==> config.mk <==
export PLATFORM = sky130hd
export DESIGN_NAME = button_conditioner
export DESIGN_NICKNAME = d
export VERILOG_FILES = /design/src/rtl/button_conditioner.sv
export SDC_FILE = /design/constraint.sdc
export NUM_CORES = 1
export LEC_CHECK = 0
export CAP_MARGIN = 40
export CELL_PAD_IN_SITES_DETAIL_PLACEMENT = 1
export CELL_PAD_IN_SITES_GLOBAL_PLACEMENT = 1
export CORE_MARGIN = 3
export CORE_UTILIZATION = 49
export DETAILED_ROUTE_END_ITERATION = 7
export GPL_TIMING_DRIVEN = 0
export MAX_ROUTING_LAYER = met4
export PLACE_DENSITY = 0.79
export SLEW_MARGIN = 25
export SYNTH_ARGS = -nofsm -noshare
export SYNTH_HDL_FRONTEND = slang
export SYNTH_SLANG_ARGS = --single-unit
==> constraint.sdc <==
create_clock -name clk -period 3.2 [get_ports clk]
set_input_delay 0.32 -clock clk [delete_from_list [all_inputs] [get_ports clk]]
set_output_delay 0.32 -clock clk [all_outputs]
set_load 0.02 [all_outputs]
==> src/rtl/button_conditioner.sv <==
// Synchronise, debounce and auto-repeat active-low pushbuttons; optional repeat via BUTTON_CONDITIONER_AUTOREPEAT_EN.
// Latency: press tick 2+DEBOUNCE_CYCLES cycles after first low sample; registered outputs, no backpressure.
module button_conditioner #(
  parameter int N_BTN           = 3,
  parameter int CNT_W           = 26,
  parameter int DEBOUNCE_CYCLES = 1_000_000,
  parameter int REPEAT_DELAY    = 25_000_000,
  parameter int REPEAT_PERIOD   = 12_500_000
) (
  input  logic             clk,
  input  logic             rst_n,
  input  logic [N_BTN-1:0] btn_n,
  output logic [N_BTN-1:0] tick,
  output logic [N_BTN-1:0] pressed
);

  typedef enum logic [1:0] {IDLE, PRESS_WAIT, HELD, REL_WAIT} state_t;

  localparam logic [CNT_W-1:0] ONE  = CNT_W'(1);
  localparam logic [CNT_W-1:0] DB_C = CNT_W'(DEBOUNCE_CYCLES);
`ifdef BUTTON_CONDITIONER_AUTOREPEAT_EN
  localparam logic [CNT_W-1:0] RD_C = CNT_W'(REPEAT_DELAY);
  localparam logic [CNT_W-1:0] RP_C = CNT_W'(REPEAT_PERIOD);
`endif

  logic [N_BTN-1:0] sync1;
  logic [N_BTN-1:0] sync2;

  always_ff @(posedge clk or negedge rst_n) begin
    if (!rst_n) begin
      sync1 <= '1;
      sync2 <= '1;
    end else begin
      sync1 <= btn_n;
      sync2 <= sync1;
    end
  end

  for (genvar i = 0; i < N_BTN; i++) begin : g_ch
    state_t           state_q, state_d;
    logic [CNT_W-1:0] cnt_q, cnt_d, cnt_inc;
    logic             tick_q, tick_d;
    logic             pressed_q, pressed_d;
    logic             in_rel;
`ifdef BUTTON_CONDITIONER_AUTOREPEAT_EN
    logic             rep_q, rep_d;
    logic [CNT_W-1:0] target;
    assign target = rep_q ? RP_C : RD_C;
`endif

    assign in_rel  = sync2[i];
    assign cnt_inc = cnt_q + ONE;

    // Entering a wait state loads 1 rather than 0 so the entry cycle counts
    // toward DEBOUNCE_CYCLES; this gives the 2 + DEBOUNCE_CYCLES latency.
    always_comb begin
      state_d = state_q;
      cnt_d   = cnt_q;
      tick_d  = 1'b0;
`ifdef BUTTON_CONDITIONER_AUTOREPEAT_EN
      rep_d   = rep_q;
`endif
      case (state_q)
        IDLE: begin
          cnt_d = '0;
          if (!in_rel) begin
            if (ONE == DB_C) begin
              state_d = HELD;
              tick_d  = 1'b1;
`ifdef BUTTON_CONDITIONER_AUTOREPEAT_EN
              rep_d   = 1'b0;
`endif
            end else begin
              state_d = PRESS_WAIT;
              cnt_d   = ONE;
            end
          end
        end
        PRESS_WAIT: begin
          if (in_rel) begin
            state_d = IDLE;
            cnt_d   = '0;
          end else if (cnt_inc == DB_C) begin
            state_d = HELD;
            tick_d  = 1'b1;
            cnt_d   = '0;
`ifdef BUTTON_CONDITIONER_AUTOREPEAT_EN
            rep_d   = 1'b0;
`endif
          end else begin
            cnt_d = cnt_inc;
          end
        end
        HELD: begin
          if (in_rel) begin
            if (ONE == DB_C) begin
              state_d = IDLE;
              cnt_d   = '0;
            end else begin
              state_d = REL_WAIT;
              cnt_d   = ONE;
            end
`ifdef BUTTON_CONDITIONER_AUTOREPEAT_EN
          end else if (cnt_inc == target) begin
            tick_d = 1'b1;
            cnt_d  = '0;
            rep_d  = 1'b1;
          end else begin
            cnt_d = cnt_inc;
          end
`else
          end else begin
            cnt_d = '0;
          end
`endif
        end
        REL_WAIT: begin
          if (!in_rel) begin
            state_d = HELD;
            cnt_d   = '0;
`ifdef BUTTON_CONDITIONER_AUTOREPEAT_EN
            rep_d   = 1'b0;
`endif
          end else if (cnt_inc == DB_C) begin
            state_d = IDLE;
            cnt_d   = '0;
          end else begin
            cnt_d = cnt_inc;
          end
        end
        default: begin
          state_d = IDLE;
          cnt_d   = '0;
        end
      endcase
      pressed_d = (state_d == HELD) || (state_d == REL_WAIT);
    end

    always_ff @(posedge clk or negedge rst_n) begin
      if (!rst_n) begin
        state_q   <= IDLE;
        cnt_q     <= '0;
        tick_q    <= 1'b0;
        pressed_q <= 1'b0;
`ifdef BUTTON_CONDITIONER_AUTOREPEAT_EN
        rep_q     <= 1'b0;
`endif
      end else begin
        state_q   <= state_d;
        cnt_q     <= cnt_d;
        tick_q    <= tick_d;
        pressed_q <= pressed_d;
`ifdef BUTTON_CONDITIONER_AUTOREPEAT_EN
        rep_q     <= rep_d;
`endif
      end
    end

    assign tick[i]    = tick_q;
    assign pressed[i] = pressed_q;
  end

endmodule
==> results of run 1 <==
[layer usage]
layer	part of all wire (%)	up-vias	GRT usage, %
met5	0	-	-
met4	1.7	0	8.49
met3	2.6	20	3.50
met2	49	68	37.7
met1	47	2332	30.8
li1	-	2197	-
[registers in the layout, summed over array words and instances, names as in the netlist]
signal and count:
g_ch.pressed_q 3, sync2 3, g_ch.state_q 6, sync1 3, g_ch.tick_q 3, g_ch.cnt_q 78
[path summary, 6_finish.rpt]
| check | endpoint | from | slack (ns) | cells past startpoint |
|---|---|---|---|---|
| worst max-delay path | g_ch[2].state_q[1] | g_ch[2].cnt_q[0] | 0.18 | 8 |
| max in group asynchronous | sync1[1] | rst_n | 2.10 | 3 |
| worst min-delay path | sync2[0] | sync1[0] | 0.36 | 0 |
| worst min register to register | sync2[0] | sync1[0] | 0.36 | 0 |
| worst max register to register | g_ch[2].state_q[1] | g_ch[2].cnt_q[0] | 0.18 | 8 |
| min in group asynchronous | g_ch[0].pressed_q | rst_n | 0.42 | 2 |
[synthesized netlist by cell type, types with 4 or more instances]
library cell  number
nand2_1           42
nand3_1           19
o21ai_0           12
xnor2_1           42
nor4_1            16
nor4b_1            5
nor2_1            53
buf_2              8
mux2i_1           11
a31o_2             4
buf_4              8
dfstp_2            6
inv_1             19
clkbuf_1          23
and4_1             8
or3_1              9
and2_1             7
nor3_1            49
xor2_1            35
dfrtp_1           90
and3_1             5
nor4_2             5
a211oi_1          10
nand2b_1           9
nand4_1           29
a21oi_1            9
or4_1              4
nor4_4             4
nor3b_1            5
[metrics by stage]
step / power (W) / instance area, um2
after detailed placement: 0.00135 / 5980
after global placement: 0.00134 / 5950
after floorplan: 0.00129 / 5670
final: 0.00244 / 6390
after global routing: 0.00253 / 6390
after CTS: 0.00247 / 6310
[power by group through the flow]
stage | clock network (W) | registers [W] | logic [W]
2_1_floorplan | 0 | 0.00126 | 0.0000323
3_3_place_gp | 0 | 0.00126 | 0.0000735
3_5_place_dp | 0 | 0.00126 | 0.0000819
4_1_cts | 0.00114 | 0.00124 | 0.0000832
5_1_grt | 0.00120 | 0.00124 | 0.0000912
6_report | 0.00112 | 0.00124 | 0.0000805
[placed cells by master, fill, tap and decap left out, types with 10 or more instances in the layout]
cell,count
nand3_1,19
o21ai_0,12
clkbuf_1,23
mux2i_1,11
xor2_1,35
nor4_1,12
nand2_1,42
xnor2_1,42
nand4_1,29
a211oi_1,10
nor3_1,49
buf_4,15
nor2_1,53
dfrtp_1,90
inv_1,19
[cell families (layout without fill, tap and decap cells)]
kind of cell	after synthesis	after routing	synth area share (%)
buffers and inverters	59	95	4.63
and+or+nand+nor	288	288	30.6
muxes	12	12	2.14
AOI/OAI and AO/OA	61	61	7.63
xor gates and xnor gates	77	77	11.9
adders and majority gates	3	3	0.662
DFF	96	96	42.5
[layout make-up]
cell class                      count  share of cell area (%)
Clock buffer                       10                    3.74
Tap cell                          140                    2.74
Sequential cell                    96                    37.7
Multi-Input combinational cell    441                    47.6
Buffer                             40                    3.00
Inverter                           19                    1.12
Timing Repair Buffer               20                    3.06
Clock inverter                      6                    1.06
[what timing repair did]
item	in CTS	in global routing
setup buffers	2	5
pin swaps	1	2
endpoints found under the setup margin	2	24
hold buffers	1	0
hold endpoints to repair	33	0
resized for setup	0	6
gates cloned	0	0
==> flow_summary.yaml, run 1 <==
yosys:
  post_synth_main_area_contributors: "dfrtp_1, xnor2_1, xor2_1"
  post_synth_instance_area_mm2: 0.00567
  yosys_register_bits: 96
  synth_cells: 596
  postSynth.asyncResetShare_pct: 100
  synth-seq-area-share_pct: 42.5
  syn-num-nets: 604
  ys_types: 62
  ys_warn_count: 0
  syn_area_per_cell_um2: 9.52
  yosys.area.top_type_share_pct: 39.7
  ys.flop_type: "dfrtp_1"
  synth_edf_count: 0
  cell_type_with_the_highest_aggregate_area_in_the_netlist: "dfrtp_1"
pwr:
  power.combinational.fraction_pct: 3.3
  power.switching_w: 0.000561
  clock_power_share_pct: 45.9
  power.sequential.fraction_pct: 50.8
  p_int_w: 0.00188
  vdd.ir_drop.worst_v: 0.000348
  switching_part_of_the_total_pct: 23.0
  power.density_mw_per_mm2: 383
  total_leakage_power_nw: 2.42
timing:
  finalWorstPathRequiredPeriod_ns: 3.02
  setup_ws_ns: 0.183
  timing.final.setup_violations: 0
  finalCritPeriodShare_pct: 94.3
  achievable-frequency_mhz: 332
  finalHoldViolations: 0
  setup_tns_ns: 0
  grt_setup_unrepaired: "no"
  worst_slew_pin_slew_ns: 0.759
  worst_slew_margin_rel_pct: 49.0
  timing.hold.ws_ns: 0.357
  final.setup_skew_ns: 0.00586
  count_of_pins_over_their_slew_limit: 0
clock_tree:
  ctsLongestPathBuffers: 2
  cts_tree: "yes"
  cts-buffers-inserted: 9
  worst_skew_pair.late_latency_ns: 0.35
  clock-sinks: 96
  cts.clk_slew.worst_paths_ns: 0.07
  cts_htree_levels: 3
  root_buffer: "clkbuf_16"
grt:
  antenna_found_initial: 0
  groute.usage.overall_pct: 23.6
  first_global_vias: 4814
  global_route.overflow_total: 0
  grt_first_pass_wirelength_um: 23800
  grt_max_degree: 64
detailed_routing:
  remaining_antenna_violation_count_after_routing: 0
  via_count: 4617
  drt-initial-drc-count: 186
  count_of_unresolved_drc_violations_after_routing: 0
  post_drt_wl_per_cell_um: 18.3
  drt-pass1-iter-count: 4
  avgViaCountPerCell: 5.98
  postRouteWirelength_um: 14100
floorplanning:
  pin_count: 11
  fp-row-count: 38
  die_y_um: 114
  floorplan.die.width_um: 114
  initial_utilization_pct: 51.2
  floorplan.die_area_mm2: 0.0129
  core_area_mm2: 0.0111
worst_setup_path:
  crit_path_max_incr_delay_ns: 0.48
  worstSetupPathType: "register to register"
  crit_path_cell_trace: "ha_1 -> nand2_1 -> or3_1 -> clkbuf_1 -> o31ai_1 -> nand4_1 -> nor4_2 -> mux2i_1"
  end_kind: "register"
  cpMaxStageDelayCell: "dfrtp_1"
  cp-start-kind: "register"
  worstPathArrival_ns: 3.28
  critical_path_buf_inv_count: 1
  critical_path.max_fanout: 6
  worst-endpoint-required_ns: 3.47
  cpLargestDelayFamily: "simple AND/OR/NAND/NOR gates"
placement:
  port_buffers: 10
  dp_worst_setup_slack_ns: -0.0694
  numPlacedInstances: 748
  dpl.hpwl_um: 9920
  gp_congestion: 0.910
layout:
  fraction_of_final_layout_cells_sized_beyond_drive_strength_1_pct: 13.3
  layout.filler_cells: 1254
  final-seq-area_mm2: 0.00241
  n_antenna_cell: 0
  area_growth_syn_to_fin_pct: 12.6
  finalNetCount: 635
  non_filler_instance_count_after_layout: 772
  final_core_util_pct: 57.7
  multi_input_comb_area_mm2: 0.00304
status:
  outcome: "finished, final reports clean"
flow_run:
  drv_cap: 0
hold_path:
  min_path_type: "register to register"
Note: power is estimated with default switching activity, not from simulation.
==> run 2: changes to the inputs <==
--- a/config.mk
+++ b/config.mk
@@ -14,6 +14,7 @@
 export GPL_TIMING_DRIVEN = 0
 export MAX_ROUTING_LAYER = met4
 export PLACE_DENSITY = 0.79
+export SKIP_LAST_GASP = 1
 export SLEW_MARGIN = 25
 export SYNTH_ARGS = -nofsm -noshare
 export SYNTH_HDL_FRONTEND = slang
==> results of run 2 <==
Final layout, timing and power as in run 1 (identical DEF).
==> run 3: changes to the inputs <==
--- a/config.mk
+++ b/config.mk
@@ -5,15 +5,15 @@
 export SDC_FILE = /design/constraint.sdc
 export NUM_CORES = 1
 export LEC_CHECK = 0
-export CAP_MARGIN = 40
+export CAP_MARGIN = 30
 export CELL_PAD_IN_SITES_DETAIL_PLACEMENT = 1
 export CELL_PAD_IN_SITES_GLOBAL_PLACEMENT = 1
 export CORE_MARGIN = 3
 export CORE_UTILIZATION = 49
 export DETAILED_ROUTE_END_ITERATION = 7
-export GPL_TIMING_DRIVEN = 0
 export MAX_ROUTING_LAYER = met4
 export PLACE_DENSITY = 0.79
+export REMOVE_ABC_BUFFERS = 1
 export SKIP_LAST_GASP = 1
 export SLEW_MARGIN = 25
 export SYNTH_ARGS = -nofsm -noshare
==> run 3 against run 2 <==
  * The flow now finishes with violations (hold timing)
  * Utilization decreased by 2.2 points
  * Final area decreased by 3.7%
  * Worst hold slack got worse by 0.37 ns
  * Sequential power about the same
  * Die area unchanged
==> flow_summary.yaml, run 3 (synthesis gave the netlist of run 1 again) <==
detailed_routing:
  via_count: 4449
  drt-pass1-iter-count: 4
  remaining_antenna_violation_count_after_routing: 0
  postRouteWirelength_um: 14100
  count_of_unresolved_drc_violations_after_routing: 0
  post_drt_wl_per_cell_um: 19.3
  avgViaCountPerCell: 6.08
  drt-initial-drc-count: 263
layout:
  n_antenna_cell: 0
  area_growth_syn_to_fin_pct: 8.43
  layout.filler_cells: 1258
  final_cell_mix: "dfrtp_1, nor2_1, nor3_1"
  fraction_of_final_layout_cells_sized_beyond_drive_strength_1_pct: 10.6
  max_flop_register: "g_ch.cnt_q"
  leading_cell_type_in_the_layout_fill_and_taps_excluded: "dfrtp_1"
  largest_reg_flops: 78
  finalNetCount: 595
  fin_area_mm2: 0.00615
  layout_top_registers: "g_ch.cnt_q: 78 flops, g_ch.state_q: 6 flops"
  final_core_util_pct: 55.5
clock_tree:
  cts.clk_slew.worst_paths_ns: 0.07
  cts_htree_levels: 3
  cts_resized: 0
  ctsLongestPathBuffers: 2
  root_buffer: "clkbuf_16"
  cts.repair_timing.setup_buffer_count: 0
  worst_skew_pair.late_latency_ns: 0.35
  cts_tree: "yes"
  clock-sinks: 96
  cts-buffers-inserted: 9
  total_of_hold_buffers_inserted_after_clock_tree_synthesis: 0
timing:
  finalHoldViolations: 13
  worst_slew_pin_slew_ns: 0.908
  finalWorstPathRequiredPeriod_ns: 2.96
  grt_setup_unrepaired: "no"
  setup_tns_ns: 0
  timing.hold.ws_ns: -0.0121
  count_of_pins_over_their_slew_limit: 0
  finalCritPeriodShare_pct: 92.4
  final.setup_skew_ns: 0.0105
  achievable-frequency_mhz: 338
  timing.final.setup_violations: 0
  worst_slew_margin_rel_pct: 39.3
grt:
  global_route.overflow_total: 0
  antenna_found_initial: 0
  grt_first_pass_wirelength_um: 24000
  first_global_vias: 4661
  groute.usage.overall_pct: 24.0
  grt_max_degree: 51
worst_setup_path:
  crit_path_cell_trace: "nand4_4 -> nor4_1 -> mux2_2 -> or4b_4 -> nor4b_4 -> buf_4 -> nor3_1"
  cpMaxStageDelayCell: "nor4_1"
  critical_path.max_fanout: 10
  cp-start-kind: "register"
  worst-endpoint-required_ns: 3.39
  crit_path_max_incr_delay_ns: 0.53
  end_kind: "register"
  worstPathArrival_ns: 3.15
  worstSetupPathType: "register to register"
flow_run:
  drv_cap: 0
floorplanning:
  pin_count: 11
  core_area_mm2: 0.0111
  fp-row-count: 38
  floorplan.die_area_mm2: 0.0129
  die_y_um: 114
  floorplan.die.width_um: 114
  initial_utilization_pct: 51.2
pwr:
  clock_power_share_pct: 46.2
  power.combinational.fraction_pct: 2.9
  power_w: 0.00244
  vdd.ir_drop.worst_v: 0.000408
  power.switching_w: 0.000539
  p_int_w: 0.00190
  switching_part_of_the_total_pct: 22.1
  total_leakage_power_nw: 2.28
  power.sequential.fraction_pct: 50.9
  power.density_mw_per_mm2: 396
status:
  violations_in_the_final_reports: "hold timing"
  outcome: "complete, but fails checks"
hold_path:
  min_path_type: "primary input to async pin"
placement:
  dpl.hpwl_um: 9720
  port_buffers: 10
  gp_congestion: 0.874
  placed_area_mm2: 0.00584
run 3: cell count changes in the layout (fill, tap and decap cells not counted), sizes merged:
cell,before,now
clkbuf,34,12
buf,26,11
clkinvlp,1,0
dlygate4sd3,1,0
inv,20,19
run 3: final timing paths:
path	startpoint	end	slack, ns	depth (start not counted)
worst min-delay path	rst_n	g_ch[0].cnt_q[8]	-0.01	1
min in group clk	sync1[1]	sync2[1]	0.36	0
max in group asynchronous	rst_n	sync2[2]	2.44	2
worst max register to register	g_ch[1].cnt_q[3]	g_ch[1].cnt_q[6]	0.24	7
worst min register to register	sync1[1]	sync2[1]	0.36	0
worst max-delay path	g_ch[1].cnt_q[3]	g_ch[1].cnt_q[6]	0.24	7
run 3: power by group through the flow:
stage               combinational, W  sequential [W]  clock [W]
global route               0.0000803         0.00124    0.00121
detailed placement         0.0000727         0.00126          0
floorplan                  0.0000291         0.00126          0
global placement           0.0000701         0.00126          0
finish                     0.0000699         0.00124    0.00113
CTS                        0.0000724         0.00124    0.00115
run 3: metal layers:
layer  share of wire (%)  vias to the layer above  GRT usage (%)
met4                 1.8                        0           6.97
met5                   0                        -              -
li1                    -                     2117              -
met3                 2.6                       16           5.52
met2                  48                       65           37.7
met1                  48                     2251           31.3
run 3: critical path: cells and delay by family (launching register included):
kind | cells | cell delay (ns)
and+or+nand+nor | 5 | 1.66
buffers and inverters | 1 | 0.22
DFF | 1 | 0.49
muxes | 1 | 0.41
run 3: cell type report:
cell class / instances / area, um2 / area share, %
Clock buffer: 12 / 256 / 4.17
Timing Repair Buffer: 20 / 185 / 3.01
Tap cell: 140 / 175 / 2.85
Multi-Input combinational cell: 441 / 3000 / 48.8
Clock inverter: 4 / 52.6 / 0.855
Sequential cell: 96 / 2410 / 39.2
Inverter: 19 / 71.3 / 1.16
run 3: metrics by stage:
step	instances	worst slack [ns]
floorplan	556	0.517
global placement	716	0.425
detailed placement	716	0.285
CTS	732	0.241
global route	732	0.000229
finish	732	0.242
